**src/rtl/fsm_stream_arbiter_if.sv**
```systemverilog
// rtl/fsm_stream_arbiter_if.sv - request/response bus between requesters, arbiter and result consumer
interface fsm_stream_arbiter_if #(
  parameter int WIDTH = 8,
  parameter int CW    = 4
);
  logic [1:0]       req_valid;
  logic [WIDTH-1:0] req_data0;
  logic [WIDTH-1:0] req_data1;
  logic [1:0]       req_ready;
  logic             rsp_valid;
  logic             rsp_id;
  logic [CW-1:0]    rsp_z1_cnt;
  logic [CW-1:0]    rsp_z2_cnt;
  logic             rsp_ready;

  modport master (
    output req_valid, req_data0, req_data1, rsp_ready,
    input  req_ready, rsp_valid, rsp_id, rsp_z1_cnt, rsp_z2_cnt
  );

  modport slave (
    input  req_valid, req_data0, req_data1, rsp_ready,
    output req_ready, rsp_valid, rsp_id, rsp_z1_cnt, rsp_z2_cnt
  );
endinterface

```
**src/rtl/fsm_stream_arbiter.sv**
```systemverilog
// rtl/fsm_stream_arbiter.sv - round-robin arbiter serialising two requesters' words into a shared sequence detector
module fsm_stream_arbiter #(
  parameter int WIDTH      = 8,
  parameter int CLR_CYCLES = 1,
  parameter int CW         = 4
) (
  input  logic                 clk,
  input  logic                 reset,
  fsm_stream_arbiter_if.slave  bus,
  output logic                 det_rst_n,
  output logic                 det_x,
  input  logic                 det_z1,
  input  logic                 det_z2,
  output logic                 busy
);

  localparam logic [2:0] S_IDLE  = 3'd0;
  localparam logic [2:0] S_CLEAR = 3'd1;
  localparam logic [2:0] S_SHIFT = 3'd2;
  localparam logic [2:0] S_DRAIN = 3'd3;
  localparam logic [2:0] S_RESP  = 3'd4;

  localparam logic [15:0] CLR_LAST   = 16'(CLR_CYCLES - 1);
  localparam logic [15:0] SHIFT_LAST = 16'(WIDTH - 1);

  logic [2:0]       state;
  logic [WIDTH-1:0] sreg;
  logic [15:0]      timer;
  logic             last;
  logic             rst_q;
  logic [1:0]       ready_q;
  logic             id_q;
  logic [CW-1:0]    z1_cnt;
  logic [CW-1:0]    z2_cnt;
  logic             grant_id;
  logic             sample;

  // Tie goes to the requester not served last; a lone requester always wins.
  always_comb begin
    grant_id = 1'b0;
    if (bus.req_valid == 2'b11) grant_id = ~last;
    else                        grant_id = bus.req_valid[1];
  end

  // The detector output is registered, so the first SHIFT cycle still shows the cleared state.
  assign sample = ((state == S_SHIFT) && (timer != 16'd0)) || (state == S_DRAIN);

  always_ff @(posedge clk) begin
    rst_q <= reset;
  end

  always_ff @(posedge clk) begin
    if (reset) begin
      state   <= S_IDLE;
      sreg    <= '0;
      timer   <= '0;
      last    <= 1'b1;
      ready_q <= 2'b00;
      id_q    <= 1'b0;
      z1_cnt  <= '0;
      z2_cnt  <= '0;
    end else begin
      ready_q <= 2'b00;
      if (sample) begin
        if (det_z1 && (z1_cnt != '1)) z1_cnt <= z1_cnt + CW'(1);
        if (det_z2 && (z2_cnt != '1)) z2_cnt <= z2_cnt + CW'(1);
      end
      case (state)
        S_IDLE: begin
          if (|bus.req_valid) begin
            ready_q <= grant_id ? 2'b10 : 2'b01;
            id_q    <= grant_id;
            sreg    <= grant_id ? bus.req_data1 : bus.req_data0;
            z1_cnt  <= '0;
            z2_cnt  <= '0;
            timer   <= '0;
            state   <= S_CLEAR;
          end
        end
        S_CLEAR: begin
          if (timer == CLR_LAST) begin
            timer <= '0;
            state <= S_SHIFT;
          end else begin
            timer <= timer + 16'd1;
          end
        end
        S_SHIFT: begin
          sreg <= sreg << 1;
          if (timer == SHIFT_LAST) begin
            timer <= '0;
            state <= S_DRAIN;
          end else begin
            timer <= timer + 16'd1;
          end
        end
        S_DRAIN: state <= S_RESP;
        S_RESP: begin
          if (bus.rsp_ready) begin
            last  <= id_q;
            state <= S_IDLE;
          end
        end
        default: state <= S_IDLE;
      endcase
    end
  end

  assign bus.req_ready  = ready_q;
  assign bus.rsp_valid  = (state == S_RESP);
  assign bus.rsp_id     = id_q;
  assign bus.rsp_z1_cnt = z1_cnt;
  assign bus.rsp_z2_cnt = z2_cnt;
  assign busy           = (state != S_IDLE);
  assign det_x          = (state == S_SHIFT) && sreg[WIDTH-1];
  // Held low during reset via rst_q so the detector also restarts on a system reset.
  assign det_rst_n      = !(rst_q || (state == S_CLEAR));

endmodule

```
**src/flat_wrapper.sv**
```systemverilog
// flat-port wrapper written by rule: the top's interface ports become plain ports
module fsm_stream_arbiter_flat 
#(
  parameter int WIDTH      = 8,
  parameter int CLR_CYCLES = 1,
  parameter int CW         = 4
)
  (clk, reset, det_rst_n, det_x, det_z1, det_z2, busy, bus_req_valid, bus_req_data0, bus_req_data1, bus_rsp_ready, bus_req_ready, bus_rsp_valid, bus_rsp_id, bus_rsp_z1_cnt, bus_rsp_z2_cnt);
  fsm_stream_arbiter_if #(.WIDTH(WIDTH), .CW(CW)) bus_i ();
  input  logic clk;
  input  logic reset;
  output logic det_rst_n;
  output logic det_x;
  input  logic det_z1;
  input  logic det_z2;
  output logic busy;
  input wire logic [$bits(bus_i.req_valid)-1:0] bus_req_valid;
  input wire logic [$bits(bus_i.req_data0)-1:0] bus_req_data0;
  input wire logic [$bits(bus_i.req_data1)-1:0] bus_req_data1;
  input wire logic [$bits(bus_i.rsp_ready)-1:0] bus_rsp_ready;
  output wire logic [$bits(bus_i.req_ready)-1:0] bus_req_ready;
  output wire logic [$bits(bus_i.rsp_valid)-1:0] bus_rsp_valid;
  output wire logic [$bits(bus_i.rsp_id)-1:0] bus_rsp_id;
  output wire logic [$bits(bus_i.rsp_z1_cnt)-1:0] bus_rsp_z1_cnt;
  output wire logic [$bits(bus_i.rsp_z2_cnt)-1:0] bus_rsp_z2_cnt;
  assign bus_i.req_valid = bus_req_valid;
  assign bus_i.req_data0 = bus_req_data0;
  assign bus_i.req_data1 = bus_req_data1;
  assign bus_i.rsp_ready = bus_rsp_ready;
  assign bus_req_ready = bus_i.req_ready;
  assign bus_rsp_valid = bus_i.rsp_valid;
  assign bus_rsp_id = bus_i.rsp_id;
  assign bus_rsp_z1_cnt = bus_i.rsp_z1_cnt;
  assign bus_rsp_z2_cnt = bus_i.rsp_z2_cnt;
  fsm_stream_arbiter #(.WIDTH(WIDTH), .CLR_CYCLES(CLR_CYCLES), .CW(CW)) u_core (.clk(clk), .reset(reset), .bus(bus_i), .det_rst_n(det_rst_n), .det_x(det_x), .det_z1(det_z1), .det_z2(det_z2), .busy(busy));
endmodule
```
**config.mk**
```make
export PLATFORM = sky130hd
export DESIGN_NAME = fsm_stream_arbiter_flat
export DESIGN_NICKNAME = d
export VERILOG_FILES = /design/src/rtl/fsm_stream_arbiter_if.sv /design/src/rtl/fsm_stream_arbiter.sv /design/src/flat_wrapper.sv
export SDC_FILE = /design/constraint.sdc
export NUM_CORES = 1
export LEC_CHECK = 0
export ABC_AREA = 1
export CAP_MARGIN = 5
export CORE_UTILIZATION = 57
export CTS_BUF_LIST = sky130_fd_sc_hd__clkbuf_16
export CTS_CLUSTER_DIAMETER = 150
export DETAILED_ROUTE_END_ITERATION = 7
export PLACE_DENSITY = 0.85
export SLEW_MARGIN = 20
export SYNTH_ARGS = -nofsm -noshare
export SYNTH_HDL_FRONTEND = slang
export SYNTH_SLANG_ARGS = --single-unit
```
**constraint.sdc**
```tcl
create_clock -name clk -period 4 [get_ports clk]
set_clock_uncertainty 0.05 [all_clocks]
set_input_delay 0.8 -clock clk [delete_from_list [all_inputs] [get_ports clk]]
set_output_delay 0.8 -clock clk [all_outputs]
set_load 0.005 [all_outputs]
```
== Word-level counts from Yosys, hierarchy flattened ==
Cells that the tools add are included.

* Muxes and demuxes: 22
* Bitwise logic cells: 3
* $add $sub $neg: 3
* Reduce and logical (&&, ||, !) cells: 20
* Eq/ne operators: 12

{| class="wikitable"
|+ Operators by type and width
! cell !! number
|-
| 2-to-1 mux 16 bit || 3
|-
| one-hot mux 16 bit (3 select lines) || 1
|-
| 2-to-1 mux 4 bit || 8
|-
| adder 16 x 1 -> 16 bit, second input constant || 1
|-
| == test 16 x 3 -> 1 bit, second input constant || 1
|-
| logical NOT 16 bit || 1
|-
| 2-to-1 mux 8 bit || 2
|-
| one-hot mux 8 bit (2 select lines) || 1
|-
| nonzero test 16 bit || 1
|-
| one-hot mux 3 bit (5 select lines) || 1
|-
| 2-to-1 mux 3 bit || 4
|-
| adder 4 x 1 -> 4 bit, second input constant || 2
|-
| != test 4 bit, second input constant || 2
|-
| AND reduction 2 bit || 4
|-
| == test 3 x 2 -> 1 bit, second input constant || 2
|-
| nonzero test 3 bit || 2
|-
| logical AND 1 bit || 4
|-
| != test 2 x 1 -> 1 bit, second input constant || 2
|-
| != test 2 bit, second input constant || 2
|-
| AND reduction 4 bit || 1
|-
| == test 3 x 1 -> 1 bit, second input constant || 1
|-
| == test 3 bit, second input constant || 1
|-
| logical NOT 3 bit || 1
|-
| inverter 1 bit || 3
|-
| 8 further kinds || 9
|}

* Output and inout bits: 15
* Logic and storage cells: 69
* Bits of input ports: 23
* Bits in registers: 40

== Logic depth before layout (Yosys ltp) ==
Gate-level depths: netlist of run 1.

* Word-level depth: 6
* Depth in mapped cells: 11
* Mapped depth without buffers: 11

== Least setup slack after synthesis of run 1 ==
Ideal clock, no wire load.

* Path type: input to register
* Start: in bus_req_valid[1]
* End: reg u_core.sreg[1]
* Stages on the path: 7
* Buffers on the path: 1
* Slack: 2.271 ns
* Data required time: 3.830 ns
* Library setup time: 0.120 ns
* Data arrival time: 1.559 ns
* Path through: nor2_1 inv_1 nand3_1 buf_4 nand2_1 o221ai_1 nor2_1

* Longest elaborated chain between the ends: 5
* Elaborated cells on any way between the ends: 8
* Those cells by class: eq/ne: 2; mux: 4; reduce/logical: 2

{| class="wikitable"
|+ RTL lines
! what !! line !! RTL
|-
| start: declaration || flat_wrapper.sv:17 || <nowiki>input wire logic [$bits(bus_i.req_valid)-1:0] bus_req_valid;</nowiki>
|-
| == test 2 bit || fsm_stream_arbiter.sv:41 || <nowiki>if (bus.req_valid == 2'b11) grant_id = ~last;</nowiki>
|-
| 2-to-1 mux 1 bit || fsm_stream_arbiter.sv:41 ||
|-
| 2-to-1 mux 8 bit || fsm_stream_arbiter.sv:73 || <nowiki>sreg <= grant_id ? bus.req_data1 : bus.req_data0;</nowiki>
|-
| 2-to-1 mux 8 bit || fsm_stream_arbiter.sv:70 || <nowiki>if (|bus.req_valid) begin</nowiki>
|-
| one-hot mux 8 bit (2 select lines) || fsm_stream_arbiter.sv:68 || <nowiki>case (state)</nowiki>
|-
| end signal: assignment || fsm_stream_arbiter.sv:73 ||
|-
| end signal: assignment || fsm_stream_arbiter.sv:89 || <nowiki>sreg <= sreg << 1;</nowiki>
|-
| end: declaration || fsm_stream_arbiter.sv:27 || <nowiki>logic [WIDTH-1:0] sreg;</nowiki>
|}

Parallel ways exist; a longest one is shown, timed or not. The select of a mux whose other input is x is not followed.
A chain may end at the register's enable or synchronous reset.

== Final worst setup path of run 1 ==
* Start: reg u_core.state[2]
* End: out det_rst_n

* Longest elaborated chain between the ends: 3

{| class="wikitable"
|+ RTL lines
! what !! line !! RTL
|-
| start: declaration || fsm_stream_arbiter.sv:26 || <nowiki>logic [2:0] state;</nowiki>
|-
| start signal: assignment || fsm_stream_arbiter.sv:54 || <nowiki>state <= S_IDLE;</nowiki>
|-
| start signal: assignment || fsm_stream_arbiter.sv:77 || <nowiki>state <= S_CLEAR;</nowiki>
|-
| start signal: assignment || fsm_stream_arbiter.sv:83 || <nowiki>state <= S_SHIFT;</nowiki>
|-
| == test 3 x 1 -> 1 bit || fsm_stream_arbiter.sv:117 || <nowiki>assign det_rst_n = !(rst_q || (state == S_CLEAR));</nowiki>
|-
| logical OR 1 bit || fsm_stream_arbiter.sv:117 ||
|-
| logical NOT 1 bit || fsm_stream_arbiter.sv:117 ||
|-
| end: declaration || flat_wrapper.sv:12 || <nowiki>output logic det_rst_n;</nowiki>
|}

No other way between the ends.

==> results of run 1 <==
[cell usage in the layout, fill, tap and decap left out, types with 4 or more instances in the layout]
cell type        count
ha_1                 4
nand2_1             69
nor2_1              55
dfxtp_1             40
inv_1               52
a21oi_1             14
clkbuf_16            5
xnor2_1              5
nand3_1             23
nand4_1              7
xor2_1               5
o21ai_0             11
clkdlybuf4s50_1     37
o221ai_1             7
a211oi_1             7
[logic make-up after synthesis]
group           after synthesis  share of synthesized area
fa+ha+maj                     4                    0.02257
xor+xnor                     10                    0.03950
buf+inv                      62                     0.1162
compound gates               47                     0.1326
simple gates                167                     0.3279
flops                        40                     0.3612
[worst min-delay path, cell delays in order, from the launching register on]
cell and delay [ns]:
dfxtp_1 0.31, nand3_1 0.07, a21oi_1 0.06
[state kept, by name (all words and copies together) (netlist names)]
signal,flops
u_core.rst_q,1
u_core.state,3
u_core.last,1
u_core.bus.rsp_z2_cnt,4
u_core.bus.req_ready,2
u_core.sreg,8
u_core.timer,16
u_core.bus.rsp_id,1
u_core.bus.rsp_z1_cnt,4
[synthesized netlist by cell type (2+ instances only)]
master    instances
clkbuf_1          3
xor2_1            5
buf_6             2
buf_4             2
buf_2             2
nand4_1           7
or2_2             2
nor3_1            3
ha_1              4
nand3_1          23
a211oi_1          7
o211ai_1          2
inv_1            52
o21bai_1          2
dfxtp_1          40
nand2_1          69
nand2_2           3
o21ai_0          11
xnor2_1           5
nor2_4            2
nor2_1           55
a21oi_1          14
a31oi_1           3
o221ai_1          7
[where the power goes]
part / internal (mW) / switching, mW
logic: 0.199 / 0.314
registers: 0.472 / 0.0620
clock network: 0.226 / 0.146
[routing by layer]
layer  vias to the layer above  routed length (um)  global-route usage
met5                         -                   0                   0
met4                         0                  65             0.08611
met3                         7                 215             0.04821
met2                        55                2253              0.4434
met1                       967                2167              0.3297
li1                       1127                   -                   -
[how the worst min path moves through the flow]
stage	start	depth (start not counted)	to	slack, ns
3_3_place_gp	u_core.last	2	u_core.last	0.43
4_1_cts	u_core.sreg[0]	2	u_core.sreg[0]	0.44
5_1_grt	u_core.last	2	u_core.last	0.48
2_1_floorplan	u_core.last	2	u_core.last	0.39
6_report	u_core.sreg[0]	2	u_core.sreg[0]	0.44
3_5_place_dp	u_core.bus.rsp_id	2	u_core.bus.rsp_id	0.43
[area by class of cell]
| cell class | count | share of cell area |
|---|---|---|
| multi-input combinational | 228 | 0.4248 |
| clock buffer | 5 | 0.04587 |
| clock inverter | 3 | 0.005046 |
| timing repair buffer | 37 | 0.1358 |
| inverter | 53 | 0.07294 |
| sequential | 40 | 0.2936 |
| tap | 48 | 0.02202 |
[through the flow]
step / cells / setup slack [ns]
2_1_floorplan: 330 / 2.271
3_3_place_gp: 406 / 1.261
3_5_place_dp: 406 / 1.216
4_1_cts: 414 / 1.416
5_1_grt: 414 / 1.207
6_report: 414 / 1.432
==> run summary, run 1 <==
status: finished, final reports clean
Starting Density: 0.6011
Sequential cell area: 800.8 um^2
final hold vios: 0
Final nets: 392
WL/cell: 11.36 um
CTS sink count: 40
Routed WL: 4702 um
crit share post-route: 0.6421
syn_nets: 357
final core occ: 0.7395
Initial DRC Count: 112
Fin Setup TNS: 0 ns
final slew viol count: 0
hold_ws: 0.4410 ns
post_cts resized: 0
Critical Path Stages: 4
Total GRT Usage: 0.2611
Post-DP Area: 2589 um^2
die area: 4143 um^2
worst min-delay path category: reg2reg
Synth cell types: 29
Slew @ Worst Pin: 0.4997 ns
# rows: 22
Setup CP Type: reg2out
CP startpoint kind: flip-flop
DR vias/cell: 5.208
Required @ worst endpoint: 3.15 ns
power consumption: 1.419 mW
Slowest-stage cell, CP: clkdlybuf4s50_1
clock slew at reported path FFs: 0.06 ns
CTS Buf Count: 5
Layout area overhead: 23.03%
core box area: 3689 um^2
CTS HTree Levels: 2
vias in the first global route: 2025
CTS tree: built
Fillers: 303
I/O pin count: 38
#FFs+latches synth: 40
Max VDD drop: 0.0003185 V
Slowest Stage Delay on Critical Path: 0.51 ns
number of synthesis warnings: 0
Final Cell Area: 2728 um^2
cts hold-fix bufs: 0
CP cell instances: nor3_4, or2_2, inv_1, clkdlybuf4s50_1
share of the synthesized area in the top cell type: 0.3612
area leader, netlist: dfxtp_1
top_reg_cell synth: dfxtp_1
RSZ-0062 raised after global routing: false
register area share after synthesis: 0.3612
crit-path leading delay family: buffers and inverters
# Max-Cap Violations: 0
Pre-Repair DR Iteration Count: 4
top cells by area, synth: dfxtp_1 (36%), nand2_1 (12%), nor2_1 (9.3%), inv_1 (8.8%), nand3_1 (5.2%)
reg2reg end: u_core.timer[13]
Fmax: 389.3 MHz
Critical Path Sink Type: output port
CP endpoint: det_rst_n
largest net degree at the start of global routing: 19
worst-path maximum fanout: 6
routability cong.: 0.8455
Root Driver: clkbuf_16
worst reg-to-reg setup slack: 2.04 ns
average size of a mapped cell: 6.719 um^2
antenna cell count: 0
global-route wire length before repair: 8535 um
Syn Inst Count: 330
Vias: 2156
area occupied by multi-input gates: 1159 um^2
Worst-Skew Late Latency: 0.28 ns
postcts setup bufs: 0
initial antenna violation count: 0
Die Ht: 64.37 um
CP arrival: 1.72 ns
EDFF count, synth: 0
Slew headroom: 0.6660
DRC violations left: 0
cell leakage power: 1.206 nW
share of layout cells above drive strength 1: 0.04645
post-synthesis cell area: 2217 um^2
Clock Path Buffers: 2
grt ovf: 0
reg2reg start: u_core.state[1]
crit path time final: 2.568 ns
Antenna Nets Post-Route: 0
Pwr Density: 520.1 nW/um^2
asr flop ratio synth: 0
hpwl dp: 3498 um
crit path buf inv count: 2
die width: 64.37 um
cells on worst reg2reg path: 7
IO buf count: 37
Critical Path Start: u_core.state[2]
Setup-failing EPs final: 0
Power figures use the tool's default switching activity.
==> inputs of run 2 (changes only) <==
CORE_UTILIZATION = 48   (was 57)
PLACE_DENSITY = 0.76   (was 0.85)
clock period = 2.3 ns   (was 4 ns; I/O delays follow)
==> run 2 against run 1 <==
  * Clock power is 71% higher
  * Critical path depth unchanged
  * Via count fell by 1.3%
  * Die area grew 18%
  * Routed wire length shrank 0.40%
  * Flip-flop and latch count is the same
  * Non-clock buffer count increased by 6
  * Largest cell class unchanged
==> run summary, run 2 (synthesis gave the netlist of run 1 again) <==
clock slew at reported path FFs: 0.05 ns (about the same)
crit share post-route: 0.9604
Setup-failing EPs final: 0 (unchanged)
Total GRT Usage: 0.2067 (-0.05437)
core box area: 4384 um^2 (+19%)
Max VDD drop: 0.0005022 V (+58%)
CTS tree: built
share of layout cells above drive strength 1: 0.05645 (+0.01000)
worst min-delay path category: reg2reg
status: finished, final reports clean
met3 Track Usage GR: 0.05195 (+0.003734)
Layout area overhead: 25.17%
postcts setup bufs: 0 (unchanged)
final hold vios: 0 (unchanged)
antenna cell count: 0 (unchanged)
# Max-Cap Violations: 0 (unchanged)
most common cell after layout, fill and taps aside: nand2_1
WL/cell: 11.04 um (-2.8%)
Pre-Repair DR Iteration Count: 4 (unchanged)
most frequent cells in the layout: nand2_1 (69), nor2_1 (55), inv_1 (54), dfxtp_1 (40), clkdlybuf4s50_1 (37)
CP cell instances: nor3_4, or2_2, inv_1, clkdlybuf4s50_1
Slew headroom: 0.6765 (+0.01047)
max reg flops: 16 (unchanged)
met2 Track Usage GR: 0.3622 (-0.08124)
IO buf count: 37 (unchanged)
Final nets: 398 (+1.5%)
RSZ-0062 raised after global routing: false
Initial DRC Count: 90 (-20%)
CTS Buf Count: 5 (unchanged)
Antenna Nets Post-Route: 0 (unchanged)
Slowest Stage Delay on Critical Path: 0.51 ns (about the same)
Starting Density: 0.5057 (-0.09538)
Pwr Density: 906.5 nW/um^2 (+74%)
Required @ worst endpoint: 1.79 ns (-1.36 ns)
grt met1 use: 0.2457 (-0.08395)
initial antenna violation count: 0 (unchanged)
area occupied by multi-input gates: 1159 um^2 (unchanged)
cts hold-fix bufs: 0 (unchanged)
worst reg-to-reg setup slack: 0.53 ns (-1.51 ns)
DR vias/cell: 5.017 (-3.7%)
power consumption: 2.516 mW (+77%)
CP arrival: 1.70 ns (-0.02 ns)
crit path time final: 2.209 ns
DRC violations left: 0 (unchanged)
Sequential cell area: 800.8 um^2 (unchanged)
CTS sink count: 40 (unchanged)
cell leakage power: 1.237 nW (+2.6%)
die width: 69.97 um (+8.7%)
routability cong.: 0.8489 (+0.40%)
Clock Path Buffers: 2 (unchanged)
placed cells: 416 (+2.5%)
Vias: 2127 (-1.3%)
CTS HTree Levels: 2 (unchanged)
Fmax: 452.7 MHz
hold_ws: 0.4377 ns (-0.003282 ns)
Root Driver: clkbuf_16
Fin Setup TNS: 0 ns (unchanged)
Die Ht: 69.97 um (+8.7%)
Largest Register: u_core.timer
Regs by FF count: u_core.timer: 16 flops, u_core.sreg: 8 flops
final slew viol count: 0 (unchanged)
Slowest-stage cell, CP: dfxtp_1
Critical Path Sink Type: output port
Fillers: 422 (+39%)
non-filler instance count after layout: 424 (+2.4%)
post_cts resized: 0 (unchanged)
# rows: 24 (+9.1%)
CP startpoint kind: flip-flop
largest net degree at the start of global routing: 19 (unchanged)
vias in the first global route: 1977 (-2.4%)
global route hottest layer: met2
hpwl dp: 3422 um (-2.2%)
grt ovf: 0 (unchanged)
die area: 4895 um^2 (+18%)
I/O pin count: 38 (unchanged)
Worst-Skew Late Latency: 0.27 ns (about the same)
Setup CP Type: reg2out
Slew @ Worst Pin: 0.4841 ns (-0.01566 ns)
worst-path maximum fanout: 6 (unchanged)
global-route wire length before repair: 8211 um (-3.8%)
Routed WL: 4683 um (-0.40%)
[run 2: cell count changes in the layout (fill, tap and decap cells not counted)]
cell,delta
buf_4,+6
clkinv_2,-2
inv_1,+2
[run 2: where the power goes]
group | total, mW | leakage [nW] | switching (mW) | internal [mW]
Sequential | 0.925 | 0.326 | 0.104 | 0.821
Clock | 0.635 | 0.0738 | 0.246 | 0.389
Combinational | 0.955 | 0.837 | 0.563 | 0.393
Total | 2.52 | 1.24 | 0.913 | 1.60
[run 2: area by class of cell]
| cell class | instances | share of cell area |
|---|---|---|
| Tap cell | 52 | 0.02344 |
| Timing Repair Buffer | 43 | 0.1497 |
| Multi-Input combinational cell | 228 | 0.4175 |
| Sequential cell | 40 | 0.2885 |
| Clock buffer | 5 | 0.04509 |
| Clock inverter | 3 | 0.004058 |
| Inverter | 53 | 0.07169 |
[run 2: metal layers]
| metal | vias up | part of all wire |
|---|---|---|
| met1 | 936 | 0.46 |
| met5 | - | 0 |
| met2 | 44 | 0.49 |
| met3 | 2 | 0.040 |
| met4 | 0 | 0.0081 |
| li1 | 1145 | - |
[run 2: critical path, delay by kind of cell (launching register included)]
family | cells | cell delay [ns]
buffers and inverters | 2 | 0.53
flip-flops | 1 | 0.51
AND/OR/NAND/NOR | 2 | 0.38
[run 2: metrics by stage]
step	area [um^2]	util	setup slack, ns
after floorplan	2217	-	0.8083
after global placement	2639	0.6019	0.3268
after detailed placement	2639	0.6019	0.2480
after CTS	2775	0.6330	0.08640
after global routing	2775	0.6330	0.02434
final	2775	0.6330	0.09119
[run 2: path summary, 6_finish.rpt]
check / startpoint / endpoint / cells after the start
min: u_core.bus.rsp_id / u_core.last / 2
min reg2reg: u_core.bus.rsp_id / u_core.last / 2
max: u_core.state[2] / det_rst_n / 4
max reg2reg: u_core.state[2] / u_core.timer[12] / 8
